File: src/rtl/cond_eval_unit.sv
// Condition-execution unit: owns NZCV, evaluates ARM condition codes, stalls
// conditional requests behind in-flight flag setters. Optional: FLAG_BYPASS_EN.
module cond_eval_unit #(
  parameter int          MAX_PEND     = 3,
  parameter logic [3:0]  RESET_STATUS = 4'b0000,
  localparam int         CNT_W        = $clog2(MAX_PEND + 1)
) (
  input  logic             clk,
  input  logic             rst,
  input  logic             flag_issue,
  input  logic             status_we,
  input  logic [3:0]       status_in,
  input  logic             req_valid,
  input  logic [3:0]       req_cond,
  output logic             req_ready,
  output logic             res_valid,
  output logic             res_taken,
  output logic             res_illegal,
  output logic [3:0]       status_out,
  output logic [CNT_W-1:0] pend_cnt,
  output logic             pend_full
);

  localparam logic [3:0] COND_EQ = 4'h0, COND_NE = 4'h1, COND_CS = 4'h2,
                         COND_CC = 4'h3, COND_MI = 4'h4, COND_PL = 4'h5,
                         COND_VS = 4'h6, COND_VC = 4'h7, COND_HI = 4'h8,
                         COND_LS = 4'h9, COND_GE = 4'hA, COND_LT = 4'hB,
                         COND_GT = 4'hC, COND_LE = 4'hD, COND_AL = 4'hE,
                         COND_NV = 4'hF;

  localparam logic [CNT_W-1:0] PEND_MAX = CNT_W'(MAX_PEND);
  localparam logic [CNT_W-1:0] PEND_ONE = CNT_W'(1);

  logic [3:0] status_q;
  logic [3:0] eff_flags;
  logic       flag_free;
  logic       pend_inc, pend_dec;
  logic       accept;
  logic       cond_pass;
  logic       n, z, c, v;

  assign status_out = status_q;
  assign pend_full  = (pend_cnt == PEND_MAX);
  assign flag_free  = (req_cond == COND_AL) || (req_cond == COND_NV);

  // Same-cycle flag_issue belongs to the requester itself, so ready only
  // looks at the counter as it stood at the start of the cycle.
`ifdef FLAG_BYPASS_EN
  assign eff_flags = status_we ? status_in : status_q;
  assign req_ready = flag_free || (pend_cnt == '0) ||
                     ((pend_cnt == PEND_ONE) && status_we);
`else
  assign eff_flags = status_q;
  assign req_ready = flag_free || ((pend_cnt == '0) && !status_we);
`endif

  assign {n, z, c, v} = eff_flags;
  assign accept       = req_valid && req_ready;
  assign pend_inc     = flag_issue && !pend_full;
  assign pend_dec     = status_we && (pend_cnt != '0);

  always_comb begin
    cond_pass = 1'b0;
    case (req_cond)
      COND_EQ: cond_pass = z;
      COND_NE: cond_pass = ~z;
      COND_CS: cond_pass = c;
      COND_CC: cond_pass = ~c;
      COND_MI: cond_pass = n;
      COND_PL: cond_pass = ~n;
      COND_VS: cond_pass = v;
      COND_VC: cond_pass = ~v;
      COND_HI: cond_pass = c & ~z;
      COND_LS: cond_pass = ~c | z;
      COND_GE: cond_pass = (n == v);
      COND_LT: cond_pass = (n != v);
      COND_GT: cond_pass = ~z & (n == v);
      COND_LE: cond_pass = z | (n != v);
      COND_AL: cond_pass = 1'b1;
      default: cond_pass = 1'b0;
    endcase
  end

  always_ff @(posedge clk) begin
    if (rst) begin
      status_q    <= RESET_STATUS;
      pend_cnt    <= '0;
      res_valid   <= 1'b0;
      res_taken   <= 1'b0;
      res_illegal <= 1'b0;
    end else begin
      if (status_we) status_q <= status_in;
      if (pend_inc && !pend_dec)      pend_cnt <= pend_cnt + PEND_ONE;
      else if (pend_dec && !pend_inc) pend_cnt <= pend_cnt - PEND_ONE;
      res_valid <= accept;
      if (accept) begin
        res_taken   <= cond_pass;
        res_illegal <= (req_cond == COND_NV);
      end
    end
  end

endmodule

File: config.mk
export PLATFORM = sky130hd
export DESIGN_NAME = cond_eval_unit
export DESIGN_NICKNAME = d
export VERILOG_FILES = /design/src/rtl/cond_eval_unit.sv
export SDC_FILE = /design/constraint.sdc
export NUM_CORES = 1
export LEC_CHECK = 0
export ABC_CLOCK_PERIOD_IN_PS = 2100
export CORE_MARGIN = 4
export CORE_UTILIZATION = 41
export DETAILED_ROUTE_END_ITERATION = 8
export PLACE_DENSITY = 0.76
export SETUP_SLACK_MARGIN = 0.02
export SKIP_LAST_GASP = 1
export SLEW_MARGIN = 20
export SYNTH_ARGS = -nofsm -noshare
export SYNTH_HDL_FRONTEND = slang
export SYNTH_SLANG_ARGS = --single-unit
File: constraint.sdc
create_clock -name clk -period 2.1 [get_ports clk]
set_clock_uncertainty 0.05 [all_clocks]
set_input_delay 0.315 -clock clk [delete_from_list [all_inputs] [get_ports clk]]
set_output_delay 0.315 -clock clk [all_outputs]
set_load 0.05 [all_outputs]
==> flow_metrics.tcl <==
set metrics [dict create \
    status "finished, final reports clean" \
    min_period_over_period_pct 95.0 \
    startpoint "req_cond[2]" \
    syn_area_um2 599 \
    rr_startpoint "pend_cnt[0]" \
    ys_seq_area_share_pct 30.1 \
    nets 109 \
    htree_levels 1 \
    stdcell_count 109 \
    io_pins 24 \
    min_path_type "reg2reg" \
    diodes 0 \
    die_h_um 46.2 \
    cp_cell_sequence "clkdlybuf4s50_1 -> and3_2 -> or2_2 -> buf_4" \
    grt_pass1_wl_mm 2.05 \
    synth_edf_count 0 \
    wl_per_cell_um 11.8 \
    syn_to_final_growth_pct 43.8 \
    antenna_found_initial 0 \
    post_cts_buffers 0 \
    ys_dominant_reg_cell "dfxtp_1" \
    die_w_um 46.2 \
    yosysTopAreaCell "dfxtp_1" \
    remaining_drc_errors 0 \
    viasPerCell 5.05 \
    path_clk_slew_ns 0.06 \
    crit_end "req_ready" \
    clock_sinks 9 \
    clk-insertion-delay-late_ns 0.27 \
    r2r_cells 5 \
    synth_top_area_share_pct 30.1 \
    dpl.hpwl_mm 1.02 \
    p_per_area_mw_per_mm2 884 \
    r2r-end "pend_cnt[1]" \
    synth_cells 68 \
    cts_buffers 3 \
    setup_violations 0 \
    post-route-min-period_ns 1.99 \
    ant_nets 0 \
    io_buffers 23 \
    grt_pass1_vias 458 \
    drtIter0Drc 6 \
    cp.required_ns 1.74 \
    max_slew_margin_pct 65.7 \
    final-hold-violation-count 0 \
    maxCapViolations 0 \
    p_leak_uw 0.000355 \
    clockBufferDepth 2 \
    peakVddDrop_v 0.000646 \
    drive_above_1_share_pct 17.0 \
    totalWireLength_mm 1.29 \
    synth_warnings 0 \
    synthTopCellsByCount "9 x dfxtp_1, 8 x nor2_1, 6 x mux2i_1" \
    crit_path_max_fanout 9 \
    cp_slowest_stage_delay_ns 0.53 \
    maxSlewViolCount 0 \
    cts_tree "yes" \
    grt_max_degree 11 \
    path_class "in2out" \
    placedCellCount 105 \
    dr_wl_met3_um 107 \
    tns_ns 0 \
    async_reset_ff_share_pct 0 \
    core-area_mm2 0.00133 \
    cts-root-buf "clkbuf_4" \
    start_util_pct 44.9 \
    syn_avg_cell_area_um2 8.81 \
    r2r_slack_ns 0.55 \
    cp-start-kind "primary input" \
    synth_area_leaders "dfxtp_1 30%, mux2i_1 10%, nor2_1 5.0%, xnor2_1 4.4%, nor2b_1 3.1%" \
    fp.dieArea_mm2 0.00214 \
    highest-signal-layer "met4" \
    worstPathArrival_ns 1.63 \
    wl_met1_um 570 \
    post-route-util_pct 64.6 \
    max_freq_mhz 501 \
    grt_usage_pct 14.0 \
    rows 13 \
    cts-resized-gates 0 \
    cts_hold_buf 0 \
    overflow 0 \
    slowest_stage "clkdlybuf4s50_1" \
    vias 550 \
    ys_seq_elements 9 \
    place.gp.congestion 0.743 \
    critPathCaptureType "output pin" \
    synth_fp_nets 82 \
    grt_setup_unrepaired "no" \
    synth_cell_types 36 \
    drt_pass1_iterations 3 \
    wl_met2_um 590 \
    whs_ns 0.449 \
    yosysMostFrequentCell "dfxtp_1" \
    tightestPinTransition_ns 0.513 \
]
## power breakdown
| group | leakage (uW) | total, uW | internal [uW] | switching (uW) |
|---|---|---|---|---|
| Clock | 0.0000150 | 135 | 73.3 | 61.9 |
| Sequential | 0.0000747 | 243 | 204 | 38.4 |
| Combinational | 0.000265 | 384 | 156 | 227 |
| Total | 0.000355 | 762 | 434 | 328 |
## per-layer routing
layer	global-route usage [%]	vias up
met4	6.82	0
li1	-	292
met3	7.42	5
met5	0	-
met1	16.2	239
met2	20.9	14
## per-stage QoR
stage                     worst slack (ns)  instance area (um^2)  total power, uW
after floorplan                      0.208                   603              511
after global routing                0.0591                   862              822
after detailed placement             0.110                   836              633
final                                0.106                   862              762
after CTS                           0.0947                   862              774
after global placement               0.129                   836              626
## area by class of cell
class                   instances  area, um^2
flip-flops and latches          9         183
multi-input cells              52         373
well taps                      15        18.8
repair buffers                 26         250
clock buffers                   4        26.3
inverters                       3        11.3
fillers                       133         472
## worst min-delay path by stage
stage	from	to	slack, ns	cells after the start
global route	res_illegal	res_illegal	0.48	2
global placement	res_illegal	res_illegal	0.43	2
CTS	res_illegal	res_illegal	0.46	2
detailed placement	res_illegal	res_illegal	0.44	2
floorplan	status_in[0]	status_out[0]	0.41	2
finish	res_illegal	res_illegal	0.45	2
## worst max-delay path: cells and delay by family
kind | cells | cell delay (ns)
buf+inv | 2 | 0.72
simple gates | 2 | 0.59
## state kept, by name, indices dropped and copies added, names as in the netlist
| name | flops |
|---|---|
| status_out | 4 |
| res_illegal | 1 |
| res_valid | 1 |
| res_taken | 1 |
| pend_cnt | 2 |
## cells in the final DEF, fill, tap and decap left out, drive strengths merged, types with 2 or more instances in the layout
master	instances
nor3b	2
nor3	2
buf	4
a21oi	2
clkbuf	4
nand3	2
nor2b	3
clkdlybuf4s50	22
xor2	2
o21ai	4
mux2i	6
dfxtp	9
nor2	8
xnor2	3
inv	3
## cell families after synthesis
family	Yosys count	synth area share, %
AOI/OAI and AO/OA	14	16.3
buffers and inverters	7	7.93
muxes	6	10.0
and+or+nand+nor	26	26.3
adders and majority gates	1	2.09
xor gates and xnor gates	5	7.31
DFF	9	30.1
Power figures use the tool's default switching activity.
